## src/rtl/ascon_out_collector.sv

```systemverilog
// Collects the Ascon core's unstallable 32-bit output stream into 64-bit blocks behind a small FIFO,
// and gathers the four tag words into a single 128-bit tag held for a valid/ready host.
module ascon_out_collector #(
  parameter int DEPTH = 4,
  parameter int AW    = 2
) (
  input  logic         clk,
  input  logic         rst,
  input  logic [31:0]  in_data,
  input  logic [3:0]   in_type,
  input  logic         in_valid,
  input  logic         in_last,
  input  logic [31:0]  in_tag,
  input  logic         in_tag_valid,
  output logic [63:0]  out_block,
  output logic [1:0]   out_keep,
  output logic [3:0]   out_type,
  output logic         out_last,
  output logic         out_valid,
  input  logic         out_ready,
  output logic [127:0] tag_out,
  output logic         tag_out_valid,
  input  logic         tag_out_ready,
  output logic [1:0]   overflow
);

  typedef struct packed {
    logic [63:0] blk;
    logic [1:0]  keep;
    logic [3:0]  typ;
    logic        last;
  } ent_t;

  typedef enum logic {HALF_EMPTY, HALF_FULL} half_e;

  localparam logic [AW+1:0] DEPTH_W = (AW+2)'(DEPTH);

  half_e       state, state_nxt;
  logic [31:0] st_data;
  logic [3:0]  st_type;
  logic        ld_store;

  ent_t        mem [DEPTH];
  logic [AW-1:0] wr_ptr, rd_ptr, wr_ptr1;
  logic [AW:0]   cnt;

  ent_t        p0, p1;
  logic        v0, v1, acc;
  logic        pop, acc0, acc1, blk_drop;
  logic [1:0]  n_push;
  logic [AW+1:0] free;

  // Pair register: up to two pushes per cycle (flushed half plus a lone last word).
  always_comb begin
    state_nxt = state;
    ld_store  = 1'b0;
    v0 = 1'b0;
    v1 = 1'b0;
    p0 = '0;
    p1 = '0;
    acc = in_valid && (in_type != 4'd0);
    if (acc) begin
      if (state == HALF_FULL && in_type == st_type) begin
        v0 = 1'b1;
        p0 = {st_data, in_data, 2'b11, st_type, in_last};
        state_nxt = HALF_EMPTY;
      end else begin
        if (state == HALF_FULL) begin
          v0 = 1'b1;
          p0 = {st_data, 32'h0, 2'b10, st_type, 1'b0};
        end
        if (in_last) begin
          if (state == HALF_FULL) begin
            v1 = 1'b1;
            p1 = {in_data, 32'h0, 2'b10, in_type, 1'b1};
          end else begin
            v0 = 1'b1;
            p0 = {in_data, 32'h0, 2'b10, in_type, 1'b1};
          end
          state_nxt = HALF_EMPTY;
        end else begin
          ld_store  = 1'b1;
          state_nxt = HALF_FULL;
        end
      end
    end
  end

  always_ff @(posedge clk or negedge rst) begin
    if (!rst) begin
      state   <= HALF_EMPTY;
      st_data <= '0;
      st_type <= '0;
    end else begin
      state <= state_nxt;
      if (ld_store) begin
        st_data <= in_data;
        st_type <= in_type;
      end
    end
  end

  // A same-cycle pop frees a slot for the incoming push.
  assign pop      = out_valid && out_ready;
  assign free     = DEPTH_W - {1'b0, cnt} + {{(AW+1){1'b0}}, pop};
  assign acc0     = v0 && (free >= (AW+2)'(1));
  assign acc1     = v1 && (free >= (AW+2)'(2));
  assign blk_drop = (v0 && !acc0) || (v1 && !acc1);
  assign n_push   = {1'b0, acc0} + {1'b0, acc1};
  assign wr_ptr1  = wr_ptr + AW'(1);

  always_ff @(posedge clk or negedge rst) begin
    if (!rst) begin
      for (int i = 0; i < DEPTH; i++) mem[i] <= '0;
      wr_ptr <= '0;
      rd_ptr <= '0;
      cnt    <= '0;
    end else begin
      if (acc0) mem[wr_ptr]  <= p0;
      if (acc1) mem[wr_ptr1] <= p1;
      wr_ptr <= wr_ptr + AW'(n_push);
      if (pop) rd_ptr <= rd_ptr + AW'(1);
      cnt <= cnt + (AW+1)'(n_push) - (AW+1)'(pop);
    end
  end

  assign {out_block, out_keep, out_type, out_last} = mem[rd_ptr];
  assign out_valid = (cnt != '0);

  logic [1:0]   tcnt;
  logic [127:0] tag_reg;
  logic         tag_vld, tag_take, tag_drop;

  assign tag_take = in_tag_valid && (!tag_vld || tag_out_ready);
  assign tag_drop = in_tag_valid && tag_vld && !tag_out_ready;

  always_ff @(posedge clk or negedge rst) begin
    if (!rst) begin
      tcnt     <= '0;
      tag_reg  <= '0;
      tag_vld  <= 1'b0;
      overflow <= '0;
    end else begin
      if (tag_vld && tag_out_ready) tag_vld <= 1'b0;
      if (tag_take) begin
        case (tcnt)
          2'd0: tag_reg[127:96] <= in_tag;
          2'd1: tag_reg[95:64]  <= in_tag;
          2'd2: tag_reg[63:32]  <= in_tag;
          default: tag_reg[31:0] <= in_tag;
        endcase
        if (tcnt == 2'd3) tag_vld <= 1'b1;
        tcnt <= tcnt + 2'd1;
      end
      if (blk_drop) overflow[0] <= 1'b1;
      if (tag_drop) overflow[1] <= 1'b1;
    end
  end

  assign tag_out       = tag_reg;
  assign tag_out_valid = tag_vld;

endmodule
```

## config.mk

```make
export PLATFORM = sky130hd
export DESIGN_NAME = ascon_out_collector
export DESIGN_NICKNAME = d
export VERILOG_FILES = /design/src/rtl/ascon_out_collector.sv
export SDC_FILE = /design/constraint.sdc
export NUM_CORES = 1
export LEC_CHECK = 0
export BUFFER_PORTS_ARGS = -buffer_cell sky130_fd_sc_hd__buf_2
export CAP_MARGIN = 10
export CORE_MARGIN = 1.5
export CORE_UTILIZATION = 57
export CTS_CLUSTER_DIAMETER = 40
export DETAILED_ROUTE_END_ITERATION = 12
export PLACE_DENSITY_LB_ADDON = 0.08
export RECOVER_POWER = 100
export SYNTH_ARGS = -nofsm -noshare
export SYNTH_HDL_FRONTEND = slang
export SYNTH_SLANG_ARGS = --single-unit
```

## constraint.sdc

```tcl
create_clock -name clk -period 10.5 [get_ports clk]
set_clock_uncertainty 0.05 [all_clocks]
set_input_delay 0 -clock clk [delete_from_list [all_inputs] [get_ports clk]]
set_output_delay 0 -clock clk [all_outputs]
set_load 0.05 [all_outputs]
```

==> flow_summary_export.csv <==
group,metric,value,unit
route,drc,0,
synth,synth_edf_count,0,
worst_setup_path,arrival,7.27,ns
finish,syn_to_final_growth,20.0,%
sta,finalHoldViolCount,0,
worst_setup_path,critPathSlowestCell,"o21ai_0",
floorplanning,die_w,197,um
placement,portBuffers,277,
sta,setup_viol,0,
route,routed_via_density,5.89,
global_route,overflow,0,
clock_network,cts_resized,0,
synth,synthDominantCellAreaShare,53.7,%
clock_network,clock_latency,0.59,ns
route,wl,58.4,mm
synth,ys_seq_area_share,53.7,%
floorplanning,pin_count,278,
power_and_ir_drop,power_density,324,nW/um2
power_and_ir_drop,ir_drop,0.302,mV
placement,gp_congestion,0.776,
worst_hold_path,hold_path_class,"primary input to flip-flop",
worst_setup_path,cpMostUsedCell,"clkbuf_1",
finish,drive_gt1_share,20.5,%
clock_network,cts_buffers,68,
synth,ys_ff_latch,461,
synth,avgSynthCellArea,11.4,um2
finish,nFillCells,2846,
synth,yosysTopAreaCell,"dfrtp_1",
sta,slew_headroom,-272,%
clock_network,cts_buffer_depth,3,
global_route,grt_pass1_wl,93.6,mm
worst_setup_path,endpoint_kind,"flip-flop",
finish,diodes,0,
route,avgRoutedWirePerCell,21.5,um
global_route,grt_pass1_vias,16900,
route,vias,16000,
route,antenna_left,0,
global_route,grt.total_usage,31.0,%
clock_network,htree_num_levels,3,
route,drt-pass1-iter-count,5,
global_route,grt_max_degree,158,
run_status,status,"complete, but fails checks",
clock_network,cts.sinks,461,
worst_setup_path,crit_buf_inv,3,
floorplanning,core_area,36900,um2
worst_setup_path,crit_required,10.91,ns
synth,synth_most_common_cell,"dfrtp_1",
clock_network,cts_hold_buf,75,
floorplanning,start_util,58.3,%
sta,hold_slack,0.177,ns
worst_setup_path,cp_slowest_stage_delay,2.48,ns
synth,synthCells,1888,
clock_network,cts_setup_buffers,0,
route,drt_iter0_markers,911,
synth,synth_nets,1974,
sta,fmax,146,MHz
power_and_ir_drop,leakagePower,10.6,nW
synth,synth_top_flop_cell,"dfrtp_1",
sta,final_max_slew_viol_count,669,
synth,synth.cell_area,21500,um2
sta,rsz0062_at_grt,"no",
synth,synth_cell_types,42,
synth,netlist_top_cells_area,"dfrtp_1 54%, mux2_2 8.6%, mux4_2 7.4%",
clock_network,clkSlewWorstSetupHoldPaths,0.06,ns
sta,fin_crit,6.85,ns
worst_setup_path,path_max_fanout,23,
job,maxCapViolCount,18,
sta,fin_tns_setup,0,ns
synth,postSynth.asyncResetShare,100,%
worst_setup_path,crit_chain,"clkbuf_1, clkinv_1, o21ai_0, clkbuf_1, mux2_2",
floorplanning,rows,70,
placement,dp_hpwl,33.3,mm
worst_setup_path,worst_setup_path_start_kind,"flip-flop",
global_route,antenna_found_initial,1,
synth,ys_warn_count,0,
finish,nets,2244,
worst_setup_path,path_class,"flip-flop to flip-flop",
sta,worst_pin_slew,5.58,ns
floorplanning,fp.dieH,197,um
sta,period_share,65.3,%
worst_setup_path,crit_family,"buffers and inverters",
synth,synthTopCellsByCount,"461 x dfrtp_1, 301 x nand2_1, 164 x mux2_2",
floorplanning,die-area,38900,um2
run_status,violations,"capacitance limit, slew limit",
clock_network,clockRootBuffer,"clkbuf_16",
clock_network,tritoncts,"yes",
metrics by stage:
step / util, % / setup WS [ns] / cells / cell area [um2] / total power [mW]
after floorplan: - / 6.45 / 1888 / 21500 / 5.20
after global placement: 62.6 / 6.28 / 2517 / 23100 / 5.99
after detailed placement: 62.6 / 6.14 / 2517 / 23100 / 6.07
after CTS: 71.1 / 6.16 / 2713 / 26200 / 8.49
after global routing: 70.0 / 3.10 / 2713 / 25800 / 8.72
final: 70.0 / 3.65 / 2713 / 25800 / 8.36
final timing paths:
check | start | to | slack [ns] | cells after the start
max | state | st_data[22] | 3.65 | 5
min | in_tag[13] | tag_out[77] | 0.18 | 3
max reg2reg | state | st_data[22] | 3.65 | 5
min reg2reg | overflow[1] | overflow[1] | 0.43 | 1
max in group asynchronous | rst | tag_out[70] | 4.60 | 4
min in group asynchronous | rst | mem[74] | 1.97 | 2
worst min-delay path, stage by stage:
cell	delay (ns)
dlygate4sd3_1	0.52
buf_2	0.13
mux2_2	0.14
routing by layer:
metal  global-route usage [%]  wire [um]  vias up
li1                         -          -     7207
met1                     39.2      23300     8148
met2                     52.4      29500      524
met3                     7.53       4170       89
met4                     10.3       1360        2
met5                        0         10        -
power by group:
group / internal (mW) / switching (mW) / leakage (nW) / total (mW)
combinational: 0.973 / 2.31 / 3.52 / 3.28
sequential: 2.33 / 0.370 / 5.91 / 2.70
clock: 1.52 / 0.860 / 1.17 / 2.38
flip-flops by register name (all words and copies together), names as in the netlist:
register,cells
st_data,32
tag_out_valid,1
overflow,2
st_type,4
wr_ptr,2
rd_ptr,2
tag_out,128
tcnt,2
cnt,3
mem,284
state,1
final cells by class:
class / instances / area (um2) / area share (%)
tap: 504 / 631 / 2.44
timing repair buffer: 385 / 2100 / 8.13
multi-input combinational: 1231 / 9110 / 35.3
clock inverter: 40 / 544 / 2.11
sequential: 461 / 11500 / 44.7
inverter: 11 / 41.3 / 0.160
clock buffer: 81 / 1840 / 7.14
cells in the final DEF, fill, tap and decap left out, types with 3 or more instances in the layout:
cell type and n:
dfrtp_1 461, nand2_1 301, clkbuf_1 221, mux2_2 162, o21ai_0 147, mux2i_1 144
a21oi_1 138, nand3_1 134, dlygate4sd3_1 75, buf_2 74, mux4_2 71, clkbuf_16 70
nor2_1 36, a22oi_1 33, buf_4 20, inv_6 11, inv_1 10, ha_1 10
bufinv_16 10, clkinv_4 8, clkinv_2 7, xor2_1 6, xnor2_1 6, or3_1 5
clkbuf_8 5, nor4_1 4, nand2b_1 4, o211ai_1 4, or4_1 3
logic make-up after synthesis:
kind of cell,synth area share [%]
AND/OR/NAND/NOR,10.2
XOR/XNOR,0.489
buffers and inverters,3.96
flip-flops,53.7
AO/OA/AOI/OAI,8.27
adder cells (fa/ha/maj),0.675
multiplexers,22.7
Power figures use the tool's default switching activity.
